==> src/rtl/pipe_stage_buf_pkg.sv <==
// Shared definitions for the inter-stage pipeline buffers: payload widths
// per stage boundary, their control-field widths, and the slot action type.
package pipe_stage_buf_pkg;

   // Payload widths at each boundary of the classic five-stage pipeline
   localparam int IF_ID_W   = 64;  // pc + instruction
   localparam int ID_EX_W   = 128; // pc + rs1/rs2 values + imm
   localparam int EX_MEM_W  = 80;  // alu result + store data + ctrl
   localparam int MEM_WB_W  = 48;  // writeback value + rd + ctrl

   // Low-order control bits per boundary that must vanish in empty slots
   localparam int IF_ID_CTRL_W  = 0;
   localparam int ID_EX_CTRL_W  = 8;
   localparam int EX_MEM_CTRL_W = 8;
   localparam int MEM_WB_CTRL_W = 8;

   localparam int MAX_PIPE_DEPTH = 4;

   // What a slot does on the next clock edge
   typedef enum logic [1:0] {
      SLOT_HOLD  = 2'd0,
      SLOT_LOAD  = 2'd1,
      SLOT_CLEAR = 2'd2
   } slot_op_e;

endpackage

==> src/rtl/pipe_stage_buf_slot.sv <==
// One register slot of the pipeline buffer: a valid bit plus payload.
// Whenever the slot ends up empty its control bits are zeroed so nothing
// downstream can act on stale write enables.
module pipe_slot
   import pipe_stage_buf_pkg::*;
#(
   parameter int DATA_W = 64,
   parameter int CTRL_W = 8
) (
   input  logic              clk,
   input  logic              rst,
   input  logic              load,
   input  logic              load_valid,
   input  logic              clear,
   input  logic [DATA_W-1:0] din,
   output logic              slot_v,
   output logic [DATA_W-1:0] slot_data
);

   localparam logic [DATA_W-1:0] CTRL_MASK =
      (CTRL_W == 0) ? '0 : ({DATA_W{1'b1}} >> (DATA_W - CTRL_W));

   slot_op_e          op;
   logic              v_d, v_q;
   logic [DATA_W-1:0] d_d, d_q;

   // Decide the slot action and its next value; clear wins over load
   always_comb begin
      op  = SLOT_HOLD;
      v_d = v_q;
      d_d = d_q;
      if (clear)     op = SLOT_CLEAR;
      else if (load) op = SLOT_LOAD;
      case (op)
         SLOT_CLEAR: begin
            v_d = 1'b0;
            d_d = d_q & ~CTRL_MASK;
         end
         SLOT_LOAD: begin
            v_d = load_valid;
            d_d = load_valid ? din : (d_q & ~CTRL_MASK);
         end
         default: begin
            v_d = v_q;
            d_d = d_q;
         end
      endcase
   end

   // Slot state register with synchronous active-low reset
   always_ff @(posedge clk) begin
      if (!rst) begin
         v_q <= 1'b0;
         d_q <= '0;
      end else begin
         v_q <= v_d;
         d_q <= d_d;
      end
   end

   assign slot_v    = v_q;
   assign slot_data = d_q;

endmodule

==> src/rtl/pipe_stage_buf.sv <==
// Parametrised inter-stage pipeline buffer: DEPTH slots with valid/ready
// flow control, bubble collapsing, flush and global freeze. The output is
// taken straight from the last slot, so there is no in_data->out_data path.
module pipe_stage_buf
   import pipe_stage_buf_pkg::*;
#(
   parameter int DATA_W = 64,
   parameter int CTRL_W = 8,
   parameter int DEPTH  = 1,
   parameter int OCC_W  = 3
) (
   input  logic              clk,
   input  logic              rst,
   input  logic              freez,
   input  logic              flush,
   input  logic              in_valid,
   output logic              in_ready,
   input  logic [DATA_W-1:0] in_data,
   output logic              out_valid,
   input  logic              out_ready,
   output logic [DATA_W-1:0] out_data,
   output logic [OCC_W-1:0]  occupancy
);

   logic [DEPTH:0]    rdy;
   logic              advance;
   logic [DEPTH-1:0]  slot_v;
   logic [DATA_W-1:0] slot_data [DEPTH];
   logic [OCC_W-1:0]  occ_c;

   // Ready chain from the output side back: an empty slot always accepts
   always_comb begin
      rdy        = '0;
      rdy[DEPTH] = out_ready;
      for (int i = DEPTH - 1; i >= 0; i--) begin
         rdy[i] = !slot_v[i] | rdy[i+1];
      end
   end

   assign advance  = !freez & !flush;
   assign in_ready = rst & rdy[0] & advance;

   for (genvar g = 0; g < DEPTH; g++) begin : g_slot
      logic              src_v;
      logic [DATA_W-1:0] src_d;
      if (g == 0) begin : g_head
         assign src_v = in_valid;
         assign src_d = in_data;
      end else begin : g_body
         assign src_v = slot_v[g-1];
         assign src_d = slot_data[g-1];
      end
      pipe_slot #(
         .DATA_W (DATA_W),
         .CTRL_W (CTRL_W)
      ) u_slot (
         .clk        (clk),
         .rst        (rst),
         .load       (advance & rdy[g]),
         .load_valid (src_v),
         .clear      (flush),
         .din        (src_d),
         .slot_v     (slot_v[g]),
         .slot_data  (slot_data[g])
      );
   end

   // Occupancy is the population count of the slot valid bits
   always_comb begin
      occ_c = '0;
      for (int i = 0; i < DEPTH; i++) begin
         occ_c = occ_c + OCC_W'(slot_v[i]);
      end
   end

   assign occupancy = occ_c;
   assign out_valid = slot_v[DEPTH-1];
   assign out_data  = slot_data[DEPTH-1];

endmodule

==> config.mk <==
export PLATFORM = sky130hd
export DESIGN_NAME = pipe_stage_buf
export DESIGN_NICKNAME = d
export VERILOG_FILES = /design/src/rtl/pipe_stage_buf_pkg.sv /design/src/rtl/pipe_stage_buf_slot.sv /design/src/rtl/pipe_stage_buf.sv
export SDC_FILE = /design/constraint.sdc
export NUM_CORES = 1
export LEC_CHECK = 0
export CORE_MARGIN = 2
export CORE_UTILIZATION = 35
export CTS_BUF_LIST = sky130_fd_sc_hd__clkbuf_4
export DETAILED_ROUTE_END_ITERATION = 16
export PLACE_DENSITY_LB_ADDON = 0.15
export SYNTH_ARGS = -nofsm -noshare
export SYNTH_HDL_FRONTEND = slang
export SYNTH_SLANG_ARGS = --single-unit
==> constraint.sdc <==
create_clock -name clk -period 2.42 [get_ports clk]
set_input_delay 0.484 -clock clk [delete_from_list [all_inputs] [get_ports clk]]
set_output_delay 0.484 -clock clk [all_outputs]
set_load 0.1 [all_outputs]
# Yosys cells after proc, flatten, opt, wreduce, memory -nomap -nowiden
# Index checks and enable logic that the tools add are counted.
classes:
  eq_ne: 2
  n_reduce_logical: 5
  div_mod_pow: 0
  n_shift: 0
  addsub: 0
  order_cmp: 0
  n_mux: 5
  n_bitwise: 6
  n_mul: 0
op_table:
  columns: ["cell", "n"]
  rows:
  - ["$pmux W64 S2", 1]
  - ["$mux W64", 1]
  - ["$and A1 B1 Y1", 4]
  - ["$logic_not A1 Y1", 3]
  - ["$reduce_and A3 Y1", 1]
  - ["$eq A2 B1 Y1 const B", 1]
  - ["$eq A2 B2 Y1 const B", 1]
  - ["$mux W2", 1]
  - ["$pmux W1 S2", 1]
  - ["$reduce_bool A2 Y1", 1]
  - ["$mux W1", 1]
  - ["$not A1 Y1", 1]
  - ["$or A1 B1 Y1", 1]
word_totals:
  ram_bits: 0
  mem_count: 0
  romBits: 0
  ff_bits: 65
  out_inout_bits: 69
  latch_bits: 0

# Logic depth before layout (Yosys ltp)
# Gate-level depths: netlist of run 1.
logic_depth:
  depth_word: 8
  ltp_mapped: 6
  depth_no_buf: 3

# Cells and area by module
# From an unflattened synthesis of run 1, not the netlist that was laid out.
hier_totals:
  cells_unflattened: 292
  area_unflattened_um2: 2637.5
modules_own_cells:
  columns: ["module", "seq_area_each_um2", "instances", "area_per_inst_um2", "cells_per_inst"]
  rows:
  - ["pipe_slot", 1301.2, 1, 2581.2, 284]
  - ["pipe_stage_buf", 0.0, 1, 56.3, 8]

# Least setup slack after synthesis of run 1
# Ideal clock, no wire load.
synth_path:
  path_kind: "input-to-output"
  from: "input port rst"
  to: "output port in_ready"
  arrival_time_ns: 1.770
  setup_slack_ns: 0.166
  t_required_ns: 1.936
  stages: 4
  cell_sequence: "buf_2 -> buf_2 -> buf_2 -> and3_1"
synth_between:
  elab_chain_cells: 2
synth_lines:
  columns: ["item", "line_no", "text"]
  rows:
  - ["start, declared", "pipe_stage_buf.sv:13", "input logic rst,"]
  - ["$and A1 B1 Y1 (2 in a row)", "pipe_stage_buf.sv:41", "assign in_ready = rst & rdy[0] & advance;"]
  - ["end, declared", "pipe_stage_buf.sv:17", "output logic in_ready,"]
# Every way passes these cells.

# Worst setup path in the final report of run 1
layout_path:
  from: "input port freez"
  to: "output port in_ready"
layout_between:
  elab_chain_cells: 3
layout_lines:
  columns: ["item", "line_no", "text"]
  rows:
  - ["start, declared", "pipe_stage_buf.sv:14", "input logic freez,"]
  - ["$logic_not A1 Y1", "pipe_stage_buf.sv:40", "assign advance = !freez & !flush;"]
  - ["$and A1 B1 Y1", "pipe_stage_buf.sv:40", null]
  - ["$and A1 B1 Y1", "pipe_stage_buf.sv:41", null]
# Every way passes these cells.

==> flow_summary.json, run 1 <==
{
  "fp.dieW_um": 90.0,
  "initial_core_util_pct": 35.9,
  "via_per_inst": 4.39,
  "crit_required_ps": 1940,
  "setup_ws_ps": 423,
  "wl_um": 5940,
  "antenna_found_initial": 0,
  "diodes": 0,
  "pwr_density_cell_nw_per_um2": 585,
  "p_leak_nw": 1.66,
  "core_um2": 7210,
  "wl_per_cell_um": 11.7,
  "worst_r2r_path_depth": 4,
  "overflow": 0,
  "drc_errors": 0,
  "reg2reg_from": "g_slot[0].u_slot.slot_v$_SDFFE_PN0P_",
  "setup_viol": 0,
  "cp-end-kind": "output port",
  "antenna_left": 0,
  "num_vias": 2238,
  "fmax_mhz": 501,
  "drv_cap": 0,
  "hold_end": "g_slot[0].u_slot.slot_v$_SDFFE_PN0P_",
  "yosysWarnings": 0,
  "drv_slew": 0,
  "grt_first_pass_wirelength_um": 9750,
  "status": "completed",
  "ys_seq_area_share_pct": 50.2,
  "hold_viol": 0,
  "cts_post_setup_buffers_inserted": 0,
  "synth_area_um2": 2590,
  "path_max_fanout": 3,
  "syn2layout_area_growth_pct": 51.5,
  "rsz0062_at_grt": "no",
  "grt_usage_pct": 14.6,
  "fp.dieH_um": 90.0,
  "clock_path_buffers": 2,
  "cts_inserted_buffers": 9,
  "r2r-end": "g_slot[0].u_slot.slot_data[33]$_SDFFE_PN0P_",
  "place_worst_setup_slack_ps": 404,
  "ys_ff_latch": 65,
  "fin_worst_skew_ps": 10.4,
  "cts.repair.resized": 0,
  "clock-sinks": 65,
  "r2r_slack_ps": 1070,
  "path_class": "in2out",
  "avgSynthCellArea_um2": 9.32,
  "final_util_pct": 54.4,
  "io_buffers": 136,
  "hp-class": "in2reg",
  "dr.pass1.iters": 4,
  "nets": 476,
  "clk_pin_slew_ps": 100,
  "drive_above_1_share_pct": 21.4,
  "slew_headroom_pct": 59.4,
  "htreeDepth": 3,
  "drtIter0Drc": 50,
  "arrival_ps": 1510,
  "hold_depth": 3,
  "cts_hold_buf": 0,
  "num_rows": 31,
  "hp-start": "rst",
  "setup_tns_ps": 0,
  "dieArea_um2": 8100,
  "clockRootBuffer": "clkbuf_4",
  "clk_latency_ps": 390,
  "period_share_pct": 82.5,
  "grt_pass1_vias": 2119,
  "max_slew.worst_pin.slew_ps": 609,
  "synthDistinctLibCells": 19,
  "synthCells": 278,
  "holdWs_ps": 392,
  "pin_count": 139,
  "timing.final.crit_period_ps": 2000,
  "grt_max_degree": 67,
  "cts_tree": "yes",
  "ir_drop_v": 0.000311,
  "place_hpwl_um": 4220,
  "critPathLaunchType": "input pin",
  "routabilityCongestion": 0.654
}
[report_power, final]
group          switching (mW)  leakage [nW]  internal, mW
Sequential             0.0185         0.528          1.11
Combinational           0.385          1.06         0.192
Clock                   0.369        0.0655         0.223
Total                   0.773          1.66          1.52
[cells in the final DEF, fill, tap and decap left out]
cell	count
a21oi_1	2
a22o_1	8
and3_1	1
and3_4	1
and4_1	1
buf_12	3
buf_4	69
clkbuf_4	11
clkdlybuf4s50_1	68
clkinv_1	2
clkinv_2	3
conb_1	2
dfxtp_1	65
inv_1	2
mux2i_1	56
nand2_1	113
nand2b_1	1
nand2b_4	1
nor2_1	1
o21ai_0	1
[synth_stat cells]
master	count	share of area, %
nand2_1	113	16
buf_4	4	1.2
clkbuf_2	1	0.19
buf_2	3	0.58
nor2_1	1	0.14
o21ai_0	1	0.19
buf_8	4	2.3
dfxtp_1	65	50
and4_1	1	0.34
a21oi_1	2	0.39
mux2i_1	56	22
clkbuf_1	11	1.6
a22o_1	8	2.7
inv_1	2	0.29
conb_1	1	0.14
nand2b_1	1	0.24
nand2b_4	1	0.53
and3_1	2	0.48
buf_6	1	0.43
[critical path, stage by stage]
cell and delay, ps:
clkdlybuf4s50_1 440, nor2_1 170, and3_1 230, buf_12 180
[cell type report]
cell class	instances	area (um^2)
clock buffer	11	82.6
clock inverter	5	22.5
fill	703	3290
inverter	2	7.51
multi-input combinational	188	1130
sequential	65	1300
tap	99	124
timing repair buffer	140	1260
[metrics by stage]
step	instances	cell area [um^2]	total power [mW]
detailed placement	494	3820	1.73
CTS	510	3920	2.33
global route	510	3920	2.41
finish	510	3920	2.29
floorplan	279	2590	1.54
global placement	494	3820	1.72
[worst max-delay path by stage]
stage,startpoint,endpoint,depth (start not counted)
detailed placement,freez,g_slot[0].u_slot.slot_data[12]$_SDFFE_PN0P_,5
CTS,freez,in_ready,4
global placement,freez,in_ready,4
finish,freez,in_ready,4
floorplan,rst,in_ready,4
global route,freez,in_ready,4
[flip-flops by register name, summed over array words and instances (netlist names)]
register                 count
g_slot.u_slot.slot_v         1
g_slot.u_slot.slot_data     64
[routing by layer]
metal	up-vias	GRT usage, %	part of all wire [%]
met5	-	0	0
met4	0	6.15	1.0
met3	7	5.45	9.5
met2	98	22.7	43
met1	976	18.1	47
li1	1157	-	-
[cells by family after synthesis]
group / Yosys count / share of synthesized area (%)
multiplexers: 56 / 21.6
flip-flops: 65 / 50.2
buffers and inverters: 26 / 6.57
other: 1 / 0.145
AND/OR/NAND/NOR: 119 / 18.1
AO/OA/AOI/OAI: 11 / 3.28
Note: power is estimated with default switching activity, not from simulation.
==> inputs of run 2 (changes only) <==
Clock period 2.42 ns to 1.75 ns, I/O delays scaled along.
==> run 2 against run 1 <==
  * Final cell count shrank 0.20%
  * Register-to-register slack lost 590 ps
  * Die area is the same
  * Global-route usage grew 1.7 points
  * First-iteration DRC count shrank 4.0%
  * Largest cell class is now non-clock buffers
  * Highest routed layer unchanged
==> flow_summary.json, run 2 (same netlist as run 1, synthesis figures left out) <==
{
  "antenna_left": 0,
  "grt_usage_pct": 16.3,
  "crit_required_ps": 1400,
  "worst_r2r_path_depth": 3,
  "setup_viol": 0,
  "place_inst": 494,
  "cts_tree": "yes",
  "r2r-end": "g_slot[0].u_slot.slot_data[1]$_SDFFE_PN0P_",
  "num_vias": 2278,
  "status": "completed",
  "clock-sinks": 65,
  "slowest_delay_ps": 440,
  "clk_pin_slew_ps": 100,
  "path_depth": 4,
  "antenna_found_initial": 0,
  "grt_max_degree": 79,
  "p_leak_nw": 1.86,
  "syn2layout_area_growth_pct": 84.8,
  "drv_slew": 0,
  "critPathLaunchType": "input pin",
  "crit_buf_inv": 2,
  "cp_cell_sequence": "clkdlybuf4s50_1 -> nor2_1 -> and3_2 -> buf_12",
  "r2r_slack_ps": 480,
  "max_slew.worst_pin.slew_ps": 564,
  "cts.repair.resized": 0,
  "dieArea_um2": 8100,
  "overflow": 0,
  "layout_common_cells": "nand2_1 (113), buf_12 (70), clkdlybuf4s50_1 (68), dfxtp_1 (64), mux2i_1 (56)",
  "timing.final.crit_period_ps": 1730,
  "drtIter0Drc": 48,
  "rsz0062_at_grt": "no",
  "wl_um": 6350,
  "clock_path_buffers": 2,
  "slew_headroom_pct": 62.4,
  "grt_first_pass_wirelength_um": 10800,
  "hold_viol": 0,
  "initial_core_util_pct": 35.9,
  "core_um2": 7210,
  "layout_commonest_cell": "nand2_1",
  "crit_end": "in_ready",
  "pin_count": 139,
  "path_max_fanout": 3,
  "largest_reg_flops": 64,
  "io_buffers": 136,
  "path_class": "in2out",
  "cpMaxStageDelayCell": "clkdlybuf4s50_1",
  "crit_family": "buffers and inverters",
  "setup_tns_ps": 0,
  "cts_post_setup_buffers_inserted": 0,
  "drive_above_1_share_pct": 22.2,
  "arrival_ps": 1380,
  "dr.pass1.iters": 3,
  "crit_start": "freez",
  "cts_hold_buf": 0,
  "via_per_inst": 4.48,
  "fmax_mhz": 579,
  "routabilityCongestion": 0.726,
  "cts_inserted_buffers": 9,
  "grt_pass1_vias": 2326,
  "place_worst_setup_slack_ps": -46.3,
  "fillers": 580,
  "hp-class": "in2reg",
  "ir_drop_v": 0.000402,
  "htreeDepth": 3,
  "drc_errors": 0,
  "place_hpwl_um": 4810,
  "setup_ws_ps": 24.2,
  "cp-end-kind": "output port",
  "fp.dieW_um": 90.0,
  "diodes": 0,
  "nets": 476,
  "wl_per_cell_um": 12.5,
  "drv_cap": 0,
  "reg2reg_from": "g_slot[0].u_slot.slot_v$_SDFFE_PN0P_",
  "pwr_density_cell_nw_per_um2": 723,
  "final_cells": 509,
  "num_rows": 31,
  "period_share_pct": 98.6,
  "fp.dieH_um": 90.0,
  "clockRootBuffer": "clkbuf_4",
  "clk_latency_ps": 380,
  "fin_worst_skew_ps": 5.72
}
## run 2: cell count changes in the layout (fill, tap and decap cells not counted), sizes merged
cell    previous run  this run
bufinv             0         1
clkinv             5         3
## run 2: worst min-delay path, delay by kind of cell
| family | cells | cell delay (ps) |
|---|---|---|
| compound gates | 1 | 40 |
| buf+inv | 1 | 140 |
| simple gates | 1 | 80 |
## run 2: area by class of cell
cell class,instances,area (um^2),share of cell area (%)
inverter,2,7.51,0.157
multi-input combinational,188,1130,23.6
timing repair buffer,140,2100,43.8
tap,99,124,2.59
sequential,65,1300,27.2
clock inverter,4,45.0,0.941
clock buffer,11,82.6,1.73
## run 2: worst min path at each step
stage / from / end / slack, ps / cells after the start
2_1_floorplan: in_data[0] / g_slot[0].u_slot.slot_data[0]$_SDFFE_PN0P_ / 480 / 1
3_3_place_gp: g_slot[0].u_slot.slot_data[63]$_SDFFE_PN0P_ / g_slot[0].u_slot.slot_data[63]$_SDFFE_PN0P_ / 480 / 2
3_5_place_dp: g_slot[0].u_slot.slot_data[22]$_SDFFE_PN0P_ / g_slot[0].u_slot.slot_data[22]$_SDFFE_PN0P_ / 490 / 2
4_1_cts: rst / g_slot[0].u_slot.slot_v$_SDFFE_PN0P_ / 230 / 3
5_1_grt: rst / g_slot[0].u_slot.slot_v$_SDFFE_PN0P_ / 260 / 3
6_report: rst / g_slot[0].u_slot.slot_v$_SDFFE_PN0P_ / 270 / 3
## run 2: where the power goes
group	internal, mW	leakage (nW)	switching (mW)
Clock	0.455	0.0765	0.496
Sequential	1.53	0.528	0.0517
Combinational	0.393	1.26	0.538
Total	2.38	1.86	1.09
## run 2: layer usage
metal  global-route usage (%)  vias up  share of wire [%]
li1                         -     1147                  -
met1                     19.3     1017                 43
met2                     25.0       99                 44
met3                     6.79       15                9.9
met4                     8.59        0                2.6
met5                        0        -                  0
## run 2: stage by stage
step | util [%] | power [mW] | hold WS [ps] | instance area, um^2
after floorplan | - | 2.14 | 476 | 2600
after global placement | 64.6 | 2.54 | 478 | 4660
after detailed placement | 64.6 | 2.55 | 486 | 4660
after CTS | 66.4 | 3.51 | 233 | 4790
after global routing | 66.4 | 3.61 | 262 | 4790
final | 66.4 | 3.46 | 267 | 4790
==> inputs of run 3 (changes only) <==
Settings changed: CTS_CLUSTER_DIAMETER set to 200.
==> results of run 3 <==
No change in the layout: final DEF, timing and power equal those of run 2.
